--- src/rtl/async_fifo_rd_ctrl.sv ---
// rtl/async_fifo_rd_ctrl.sv - async FIFO read-domain controller with Gray pointer sync and FWFT output
module async_fifo_rd_ctrl #(
  parameter int DATASIZE  = 8,
  parameter int ADDRSIZE  = 4,
  parameter int AE_THRESH = 2
) (
  input  logic                rclk,
  input  logic                rrst_n,
  input  logic [ADDRSIZE:0]   wptr,
  output logic [ADDRSIZE:0]   rptr,
  output logic [ADDRSIZE-1:0] raddr,
  input  logic [DATASIZE-1:0] mem_rdata,
  output logic [DATASIZE-1:0] rdata,
  output logic                rvalid,
  input  logic                rready,
  output logic                rempty,
  output logic                raempty,
  output logic [ADDRSIZE:0]   rcount
);

  localparam int PW = ADDRSIZE + 1;
  typedef logic [PW-1:0] ptr_t;

  // Threshold sized to the count so the almost-empty compare stays width-matched.
  localparam ptr_t AE_LIMIT = PW'(AE_THRESH);

  function automatic ptr_t gray2bin(input ptr_t g);
    ptr_t b;
    b = '0;
    b[PW-1] = g[PW-1];
    for (int i = PW - 2; i >= 0; i--) begin
      b[i] = b[i+1] ^ g[i];
    end
    return b;
  endfunction

  ptr_t                rq1_q, rq2_q;
  ptr_t                rbin_q, rptr_q;
  ptr_t                rcount_q;
  logic                rempty_q, raempty_q;
  logic [DATASIZE-1:0] rdata_q;
  logic                rvalid_q;

  logic fetch;
  ptr_t rbin_d, rgray_d, wbin_sync, rcount_d;

  // The output register may be refilled whenever it is empty or being drained this cycle.
  assign fetch     = !rempty_q && (!rvalid_q || rready);
  assign rbin_d    = rbin_q + {{ADDRSIZE{1'b0}}, fetch};
  assign rgray_d   = rbin_d ^ (rbin_d >> 1);
  assign wbin_sync = gray2bin(rq2_q);
  // A modular difference over PW bits keeps a full memory (pointers 2**ADDRSIZE apart) distinct from empty.
  assign rcount_d  = wbin_sync - rbin_d;

  // Two-flop synchronizer for the write pointer; wptr lands directly in rq1.
  always_ff @(posedge rclk or negedge rrst_n) begin
    if (!rrst_n) begin
      rq1_q <= '0;
      rq2_q <= '0;
    end else begin
      rq1_q <= wptr;
      rq2_q <= rq1_q;
    end
  end

  // Read pointer, empty/almost-empty flags and fill count, all looking one fetch ahead.
  always_ff @(posedge rclk or negedge rrst_n) begin
    if (!rrst_n) begin
      rbin_q    <= '0;
      rptr_q    <= '0;
      rempty_q  <= 1'b1;
      raempty_q <= 1'b1;
      rcount_q  <= '0;
    end else begin
      rbin_q    <= rbin_d;
      rptr_q    <= rgray_d;
      rempty_q  <= (rgray_d == rq2_q);
      rcount_q  <= rcount_d;
      raempty_q <= (rcount_d <= AE_LIMIT);
    end
  end

  // FWFT output stage: load on fetch, drop valid only when drained with nothing to refill.
  always_ff @(posedge rclk or negedge rrst_n) begin
    if (!rrst_n) begin
      rdata_q  <= '0;
      rvalid_q <= 1'b0;
    end else if (fetch) begin
      rdata_q  <= mem_rdata;
      rvalid_q <= 1'b1;
    end else if (rready) begin
      rvalid_q <= 1'b0;
    end
  end

  assign rptr    = rptr_q;
  assign raddr   = rbin_q[ADDRSIZE-1:0];
  assign rdata   = rdata_q;
  assign rvalid  = rvalid_q;
  assign rempty  = rempty_q;
  assign raempty = raempty_q;
  assign rcount  = rcount_q;

endmodule
--- config.mk ---
export PLATFORM = sky130hd
export DESIGN_NAME = async_fifo_rd_ctrl
export DESIGN_NICKNAME = d
export VERILOG_FILES = /design/src/rtl/async_fifo_rd_ctrl.sv
export SDC_FILE = /design/constraint.sdc
export NUM_CORES = 1
export LEC_CHECK = 0
export BUFFER_PORTS_ARGS = -buffer_cell sky130_fd_sc_hd__clkbuf_2
export CAP_MARGIN = 0
export CORE_UTILIZATION = 37
export CTS_BUF_LIST = sky130_fd_sc_hd__clkbuf_4
export DETAILED_ROUTE_END_ITERATION = 10
export PLACE_DENSITY_LB_ADDON = 0.3
export SLEW_MARGIN = 20
export SYNTH_ARGS = -nofsm -noshare
export SYNTH_HDL_FRONTEND = slang
export SYNTH_SLANG_ARGS = --single-unit
export TNS_END_PERCENT = 30
--- constraint.sdc ---
create_clock -name rclk -period 3.3 [get_ports rclk]
set_input_delay 0.495 -clock rclk [delete_from_list [all_inputs] [get_ports rclk]]
set_output_delay 0.495 -clock rclk [all_outputs]
set_load 0.1 [all_outputs]
## Yosys cells after proc, flatten, opt, wreduce, memory -nomap -nowiden

Cells that the tools add are included.

| storage, ports and cells | value |
|---|---|
| register bits | 36 |
| input bits | 16 |
| output and inout bits | 25 |
| logic and storage cells | 25 |

| operators by class | value |
|---|---|
| add/subtract/negate cells | 2 |
| order comparisons | 1 |
| eq/ne operators | 1 |
| multiplexer cells | 2 |
| bitwise logic cells | 5 |
| reduce and logical (&&, ||, !) cells | 5 |

Operators by type and width:

| operator | count |
|---|---|
| adder 5 x 1 -> 5 bit | 1 |
| equality test 5 bit | 1 |
| less-or-equal comparator 5 x 2 -> 1 bit (second input constant) | 1 |
| subtractor 5 bit | 1 |
| XOR 5 x 4 -> 5 bit | 1 |
| XOR 1 bit | 4 |
| logical NOT 1 bit | 2 |
| two-way mux 1 bit | 2 |
| nonzero test 2 bit | 1 |
| logical AND 1 bit | 1 |
| logical OR 1 bit | 1 |

## Logic depth before layout (Yosys ltp)

Gate-level depths: netlist of run 1.

| depth | value |
|---|---|
| word-level depth | 6 |
| depth in mapped cells | 11 |
| depth with buffers taken out | 11 |

## Worst setup path before layout of run 1

OpenSTA, ideal clock, no wires.

| path | value |
|---|---|
| kind | reg2reg |
| start | reg rvalid_q, in the netlist rvalid |
| end | reg raempty_q, in the netlist raempty |
| setup time | 0.081 ns |
| arrival time | 3.464 ns |
| data required time | 3.219 ns |
| path slack | -0.245 ns |
| cell stages (with the launch flop) | 11 |
| buffers on the path | 0 |
| period minus slack after synthesis | 3.545 ns |
| cell sequence | dfrtp_1 > a21oi_1 > ha_1 > nand3_1 > xor2_1 > ha_1 > nand2b_1 > nor2_1 > o21ai_0 > or4b_4 > a211oi_2 |

| between the ends | value |
|---|---|
| word-level cells in the longest chain between the ends | 6 |

RTL lines:

| element | RTL line | source |
|---|---|---|
| start, declared | 42 | `logic rvalid_q;` |
| start signal, assigned | 87 | `rvalid_q <= 1'b0;` |
| start signal, assigned | 90 | `rvalid_q <= 1'b1;` |
| start signal, assigned | 92 | `rvalid_q <= 1'b0;` |
| logical NOT 1 bit | 48 | `assign fetch = !rempty_q && (!rvalid_q \|\| rready);` |
| logical OR 1 bit | 48 |  |
| logical AND 1 bit | 48 |  |
| via fetch | 44 | `logic fetch;` |
| adder 5 x 1 -> 5 bit | 49 | `assign rbin_d = rbin_q + {{ADDRSIZE{1'b0}}, fetch};` |
| subtractor 5 bit | 53 | `assign rcount_d = wbin_sync - rbin_d;` |
| via rcount_d[3] | 45 | `ptr_t rbin_d, rgray_d, wbin_sync, rcount_d;` |
| less-or-equal comparator 5 x 2 -> 1 bit | 79 | `raempty_q <= (rcount_d <= AE_LIMIT);` |
| end signal, assigned | 79 |  |
| end, declared | 40 | `logic rempty_q, raempty_q;` |

The timed path passes the listed nets, and every way through them passes these cells.
A chain may end at the register's enable or synchronous reset.

## Worst setup path in the final report of run 1

| path | value |
|---|---|
| start | reg rq2_q[4] |
| end | reg raempty_q, in the netlist raempty |

| between the ends | value |
|---|---|
| word-level cells in the longest chain between the ends | 6 |

RTL lines:

| element | RTL line | source |
|---|---|---|
| start, declared | 37 | `ptr_t rq1_q, rq2_q;` |
| start signal, assigned | 62 | `rq2_q <= rq1_q;` |
| XOR 1 bit (4 in a row) | 32 | `b[i] = b[i+1] ^ g[i];` |
| subtractor 5 bit (*) | 53 |  |
| less-or-equal comparator 5 x 2 -> 1 bit (*) | 79 |  |

Every way passes the cells marked *; elsewhere a longest branch is shown, timed or not.

==> results.json, run 1 <==
{
  "ctsHtreeMaxLevel": 2,
  "cp-start-kind": "flip-flop",
  "whs_ns": 0.2424,
  "required_ns": 3.55,
  "post-route-period-util_pct": 87.57,
  "core_area_um2": 4029,
  "worstSetupPathType": "reg -> reg",
  "ioPinCount": 41,
  "cts_made_buffers": 5,
  "root_buffer": "clkbuf_4",
  "yosysSeqAreaShare_pct": 56.25,
  "grt_overflow": 0,
  "n_antenna_cell": 0,
  "worst_slew_pin_slew_ns": 0.8204,
  "drt_pre_antenna_iters": 4,
  "end_kind": "flip-flop",
  "clock_tree.buffer_depth": 2,
  "netlist_area_um2": 1561,
  "worst-r2r-cell-count": 10,
  "setup_viol": 0,
  "grt_max_degree": 36,
  "slew_headroom_pct": 45.30,
  "drc": 0,
  "drt_iter0_drc": 20,
  "antenna_found_initial": 0,
  "via_per_inst": 4.800,
  "path_max_fanout": 7,
  "clk_latency_ns": 0.33,
  "grt_use_total_pct": 15.09,
  "wirelength_um": 2961,
  "post-cts-setup-buffers": 0,
  "rsz0062_at_grt": "no",
  "final_cells": 220,
  "setup_tns_ns": 0,
  "drive_gt1_share_pct": 40.59,
  "setup_ws_ns": 0.4102,
  "grt_pass1_wl_um": 4974,
  "die_area_um2": 4484,
  "skew_ns": 0.008719,
  "numPortBuffers": 40,
  "ant_nets": 0,
  "vias": 1056,
  "postSynthAreaPerCell_um2": 13.01,
  "slew_viol_final": 0,
  "fmax_mhz": 346.0,
  "syn2layout_area_growth_pct": 23.40,
  "clkSlewWorstSetupHoldPaths_ns": 0.10,
  "rows": 23,
  "cp.arrival_ns": 3.14,
  "reg2reg_from": "rq2_q[4]$_DFF_PN0_",
  "reg2reg_to": "raempty$_DFF_PN1_",
  "ys_seq_elements": 35,
  "most-common-layout-cells": "clkbuf_2, dfrtp_1, xnor2_1",
  "postCtsResizedCells": 0,
  "dp_hpwl_um": 2280,
  "clock-sinks": 35,
  "initial_utilization_pct": 38.76,
  "r2r_slack_ns": 0.41,
  "gp_congestion": 0.8585,
  "yosys_warnings": 0,
  "hold_viol": 0,
  "die_h_um": 66.97,
  "fin_nets": 192,
  "die_w_um": 66.97,
  "place_ws_ns": 0.4085,
  "routedWlPerCell_um": 13.46,
  "async_flop_share_pct": 100.0,
  "grt_pass1_vias": 1146,
  "worstHoldPathType": "in -> async",
  "tritoncts": "built",
  "cts_hold_buf": 0,
  "syn_inst": 120,
  "timing.final.crit_period_ns": 2.890,
  "layout_commonest_cell": "clkbuf_2",
  "syn_nets": 143,
  "dpl.cell_count": 212,
  "drv_cap": 0,
  "synth_edf_count": 0,
  "status": "complete, no violations",
  "synth_ff_type": "dfrtp_1",
  "synth_cell_type_count": 32
}
flip-flops by register name, summed over array words and instances, names as in the netlist:
| signal | flops |
|---|---|
| raempty | 1 |
| rbin_q | 5 |
| rcount | 5 |
| rdata | 8 |
| rempty | 1 |
| rptr | 4 |
| rq1_q | 5 |
| rq2_q | 5 |
| rvalid | 1 |
cell families (layout without fill, tap and decap cells):
| kind of cell | count (synthesis) | count (layout) | synth area share, % |
|---|---|---|---|
| AO/OA/AOI/OAI | 13 | 13 | 5.689 |
| XOR/XNOR | 19 | 19 | 12.58 |
| adder cells (fa/ha/maj) | 7 | 7 | 5.609 |
| buffers and inverters | 8 | 58 | 1.923 |
| flip-flops | 35 | 35 | 56.25 |
| multiplexers | 9 | 9 | 6.491 |
| AND/OR/NAND/NOR | 29 | 29 | 11.46 |
metal layers:
layer | track usage [%] | share of wire [%] | vias up
met4 | 7.713 | 2.3 | 0
met5 | 0 | 0 | -
met3 | 4.110 | 4.0 | 7
met1 | 17.49 | 40 | 514
li1 | - | - | 511
met2 | 25.25 | 54 | 24
cell type report:
type / count / area (µm²)
Tap cell: 50 / 62.56
Timing Repair Buffer: 42 / 215.2
Clock inverter: 1 / 30.03
Sequential cell: 35 / 879.6
Multi-Input combinational cell: 77 / 656.9
Clock buffer: 7 / 52.55
Fill cell: 390 / 2102
Inverter: 8 / 30.03
cell usage after synthesis, types with 3 or more instances:
cell / n / area share, %
nor2_1: 4 / 0.96
nor3b_1: 4 / 1.9
xnor2_1: 10 / 5.6
mux2_2: 9 / 6.5
ha_1: 7 / 5.6
nand2b_1: 3 / 1.2
a21oi_1: 3 / 0.96
inv_1: 8 / 1.9
dfrtp_1: 33 / 53
o21ai_0: 4 / 1.3
xor2_1: 6 / 3.4
nor3_1: 5 / 1.6
critical path, cell delays in order (launching register included):
cell,delay [ns]
dfrtp_1,0.47
xnor3_2,0.55
xor2_2,0.30
xor2_1,0.18
ha_1,0.22
inv_1,0.07
ha_1,0.23
and2_2,0.19
nor4_1,0.27
o2bb2ai_1,0.17
a211oi_2,0.16
per-stage QoR:
stage | cell area, µm² | utilization [%]
3_5_place_dp | 1844 | 45.78
4_1_cts | 1927 | 47.83
2_1_floorplan | 1567 | -
6_report | 1927 | 47.83
5_1_grt | 1927 | 47.83
3_3_place_gp | 1844 | 45.78
how the worst max path moves through the flow:
stage               cells past startpoint                from  slack, ns           endpoint
finish                                 10  rq2_q[4]$_DFF_PN0_       0.41  raempty$_DFF_PN1_
detailed placement                     12              rready       0.41  raempty$_DFF_PN1_
global route                           10  rq2_q[4]$_DFF_PN0_       0.14  raempty$_DFF_PN1_
CTS                                    10  rq2_q[4]$_DFF_PN0_       0.43  raempty$_DFF_PN1_
global placement                       12              rready       0.49  raempty$_DFF_PN1_
floorplan                              10    rempty$_DFF_PN1_       0.17  raempty$_DFF_PN1_
Power of run 1 is not shown: default switching activity piles up to over one toggle a cycle in this logic, so the estimate is an artifact.
==> run 2, diff against run 1 <==
- ABC_CLOCK_PERIOD_IN_PS: not set -> 2510
- CTS_CLUSTER_SIZE: not set -> 14
- clock period: 3.3 -> 2.51 ns (I/O delays scaled with it)
==> results.json, run 2 (synthesis results as in run 1) <==
{
  "status": "complete, no violations",
  "largest_reg_flops": 8,
  "rows": 23,
  "fin_nets": 211,
  "ioPinCount": 41,
  "vias": 1161,
  "die_w_um": 66.97,
  "design_area_um2": 2277,
  "root_buffer": "clkbuf_4",
  "drc": 0,
  "numPortBuffers": 40,
  "ctsHtreeMaxLevel": 2,
  "worst_slew_pin_slew_ns": 0.8667,
  "grt_pass1_wl_um": 5423,
  "required_ns": 2.78,
  "dp_hpwl_um": 2395,
  "r2r_slack_ns": 0.001,
  "clock-sinks": 35,
  "worstHoldPathType": "in -> async",
  "layout_commonest_cell": "clkbuf_2",
  "reg2reg_to": "raempty$_DFF_PN1_",
  "drv_cap": 0,
  "cp-start-kind": "flip-flop",
  "clkSlewWorstSetupHoldPaths_ns": 0.10,
  "initial_utilization_pct": 38.76,
  "antenna_found_initial": 0,
  "post-route-period-util_pct": 99.95,
  "most-common-layout-cells": "clkbuf_2, dfrtp_1, buf_4",
  "reg2reg_from": "rq2_q[2]$_DFF_PN0_",
  "clock_tree.buffer_depth": 2,
  "clk_latency_ns": 0.34,
  "grt_max_degree": 36,
  "wirelength_um": 3311,
  "die_area_um2": 4484,
  "grt_use_total_pct": 17.21,
  "place_area_um2": 2033,
  "tritoncts": "built",
  "grt_overflow": 0,
  "rsz0062_at_grt": "yes",
  "drt_pre_antenna_iters": 4,
  "skew_ns": 0.003380,
  "slew_viol_final": 0,
  "cp.arrival_ns": 2.77,
  "fmax_mhz": 398.6,
  "die_h_um": 66.97,
  "gp_congestion": 0.8276,
  "hold_viol": 0,
  "nFillCells": 346,
  "timing.final.crit_period_ns": 2.509,
  "routedWlPerCell_um": 13.85,
  "drt_iter0_drc": 50,
  "end_kind": "flip-flop",
  "worst-r2r-cell-count": 10,
  "path_max_fanout": 4,
  "final_util_pct": 56.52,
  "setup_viol": 0,
  "slew_headroom_pct": 42.22,
  "cts_hold_buf": 0,
  "worstSetupPathType": "reg -> reg",
  "core_area_um2": 4029,
  "via_per_inst": 4.858,
  "cts_made_buffers": 5,
  "drive_gt1_share_pct": 59.26,
  "grt_pass1_vias": 1181,
  "ant_nets": 0,
  "syn2layout_area_growth_pct": 45.83,
  "n_antenna_cell": 0
}
[run 2: through the flow]
| step | worst slack (ns) | TNS (ns) | hold slack [ns] | std cells |
|---|---|---|---|---|
| 2_1_floorplan | -0.2767 | -0.7302 | 0.08091 | 120 |
| 3_3_place_gp | -0.03177 | -0.04232 | 0.3316 | 224 |
| 3_5_place_dp | -0.07407 | -0.1216 | 0.3402 | 224 |
| 4_1_cts | 0.001226 | 0 | 0.1154 | 236 |
| 5_1_grt | -0.1215 | -0.1655 | 0.09601 | 239 |
| 6_report | 0.001257 | 0 | 0.1317 | 239 |
[run 2: cell type report]
class / instances / area, µm² / share of cell area, %
clock buffers: 7 / 52.55 / 2.308
clock inverters: 1 / 5.005 / 0.2198
inverters: 8 / 30.03 / 1.319
multi-input cells: 77 / 877.1 / 38.52
flip-flops and latches: 35 / 888.4 / 39.01
well taps: 50 / 62.56 / 2.747
repair buffers: 61 / 361.6 / 15.88
[run 2: layer usage]
layer | track usage [%] | vias up | share of wire [%]
li1 | - | 553 | -
met1 | 19.48 | 564 | 43
met2 | 28.91 | 36 | 50
met3 | 5.137 | 8 | 4.9
met4 | 9.043 | 0 | 2.6
met5 | 0 | - | 0
[run 2: worst max-delay path by stage]
| stage | from | end | slack, ns | cells after the start |
|---|---|---|---|---|
| after floorplan | rvalid$_DFFE_PN0P_ | raempty$_DFF_PN1_ | -0.28 | 10 |
| after global placement | rready | raempty$_DFF_PN1_ | -0.03 | 12 |
| after detailed placement | rready | raempty$_DFF_PN1_ | -0.07 | 12 |
| after CTS | rq2_q[4]$_DFF_PN0_ | raempty$_DFF_PN1_ | 0.001 | 9 |
| after global routing | rq2_q[2]$_DFF_PN0_ | raempty$_DFF_PN1_ | -0.12 | 10 |
| final | rq2_q[2]$_DFF_PN0_ | raempty$_DFF_PN1_ | 0.001 | 10 |
[run 2: repair_timing]
item                                   4_1_cts  5_1_grt
endpoints found under the hold margin        0        0
resized for setup                            7       16
setup buffers                                4        3
setup endpoints to repair                    2        5
pin swaps                                    5       11
[run 2: worst max-delay path, stage by stage (launching register included)]
cell and delay, ns:
dfrtp_1 0.38, xnor3_2 0.46, xor2_2 0.18, xor2_1 0.22, ha_2 0.23, inv_2 0.06
ha_4 0.18, and2_2 0.20, o31a_1 0.32, o2bb2ai_2 0.14, a211oi_2 0.06
Power of run 2 is left out for the same reason.
==> run 3, diff against run 2 <==
- CORE_UTILIZATION: 37 -> 45
==> results.json, run 3 (synthesis results as in run 1) <==
{
  "die_area_um2": 3709,
  "via_per_inst": 4.828,
  "setup_ws_ns": -0.03041,
  "dp_hpwl_um": 2333,
  "clk_latency_ns": 0.34,
  "die_w_um": 60.91,
  "ctsHtreeMaxLevel": 2,
  "clkSlewWorstSetupHoldPaths_ns": 0.11,
  "antenna_found_initial": 0,
  "core_area_um2": 3337,
  "worst_slew_pin_slew_ns": 0.8516,
  "grt_pass1_wl_um": 5112,
  "worstSetupPathType": "reg -> reg",
  "post-route-period-util_pct": 101.2,
  "fmax_mhz": 393.6,
  "whs_ns": 0.1241,
  "most-common-layout-cells": "clkbuf_2, dfrtp_1, buf_4",
  "drv_cap": 0,
  "rsz0062_at_grt": "yes",
  "layout_commonest_cell": "clkbuf_2",
  "cts_hold_buf": 0,
  "slew_headroom_pct": 43.22,
  "routedWlPerCell_um": 14.32,
  "drt_pre_antenna_iters": 4,
  "vias": 1125,
  "drive_gt1_share_pct": 58.29,
  "grt_max_degree": 36,
  "rows": 21,
  "end_kind": "flip-flop",
  "largest_reg_flops": 8,
  "slew_viol_final": 0,
  "worstHoldPathType": "in -> async",
  "skew_ns": 0.007440,
  "ant_nets": 0,
  "drc": 0,
  "grt_use_total_pct": 19.57,
  "tritoncts": "built",
  "required_ns": 2.77,
  "nFillCells": 259,
  "clock_tree.buffer_depth": 2,
  "fin_nets": 209,
  "grt_pass1_vias": 1179,
  "cts_made_buffers": 5,
  "drt_iter0_drc": 40,
  "status": "finished, violations left",
  "clock-sinks": 35,
  "grt_overflow": 0,
  "gp_congestion": 0.8479,
  "root_buffer": "clkbuf_4",
  "final_util_pct": 67.87,
  "violations": "setup timing",
  "n_antenna_cell": 0,
  "die_h_um": 60.91,
  "ioPinCount": 41,
  "initial_utilization_pct": 46.79,
  "setup_viol": 2,
  "path_max_fanout": 4,
  "numPortBuffers": 40,
  "wirelength_um": 3337,
  "syn2layout_area_growth_pct": 45.03,
  "cp-start-kind": "flip-flop",
  "hold_viol": 0,
  "cp.arrival_ns": 2.80,
  "timing.final.crit_period_ns": 2.540
}
## run 3: worst paths after layout
check / cells after the start / startpoint / to / slack [ns]
min in group rclk: 1 / wptr[3] / rq1_q[3]$_DFF_PN0_ / 0.14
min: 1 / rrst_n / rbin_q[4]$_DFF_PN0_ / 0.12
max: 10 / rvalid$_DFFE_PN0P_ / raempty$_DFF_PN1_ / -0.03
min reg2reg: 0 / rq1_q[2]$_DFF_PN0_ / rq2_q[2]$_DFF_PN0_ / 0.35
max reg2reg: 10 / rvalid$_DFFE_PN0P_ / raempty$_DFF_PN1_ / -0.03
max in group asynchronous: 1 / rrst_n / rvalid$_DFFE_PN0P_ / 1.76
## run 3: worst max-delay path: stages (launching register included)
cell	delay (ns)
dfrtp_4	0.51
a21oi_4	0.24
ha_4	0.19
nand3_4	0.09
xor2_4	0.18
ha_4	0.30
nand2b_4	0.13
nor3_2	0.03
o21ai_1	0.11
or4b_4	0.49
a211oi_2	0.20
## run 3: per-layer routing
metal | vias to the layer above | track usage [%] | wire length (µm)
met1 | 544 | 22.77 | 1419
met5 | - | 0 | 0
li1 | 544 | - | -
met3 | 4 | 6.183 | 152
met4 | 0 | 7.792 | 64
met2 | 33 | 33.59 | 1700
## run 3: repair_timing
action	4_1_cts	5_1_grt
resized for setup	9	14
buffers inserted	2	4
cloned	0	0
pin swaps	1	12
hold endpoints to repair	0	0
endpoints found under the setup margin	2	4
## run 3: area by class of cell
type,count,area [µm²],area share [%]
clock buffers,5,37.54,1.657
clock inverters,3,38.79,1.713
inverters,8,30.03,1.326
multi-input cells,77,865.8,38.23
flip-flops and latches,35,888.4,39.23
well taps,46,57.56,2.541
repair buffers,59,346.6,15.30
## run 3: through the flow
step	setup TNS (ns)	cell area (µm²)	cells	setup slack [ns]
2_1_floorplan	-0.7302	1665	120	-0.2767
3_3_place_gp	-0.02933	2021	219	-0.02283
3_5_place_dp	-0.1273	2021	219	-0.07703
4_1_cts	0	2161	229	0.001584
5_1_grt	-0.2576	2265	233	-0.1188
6_report	-0.04322	2265	233	-0.03041
Power of run 3 is left out for the same reason.
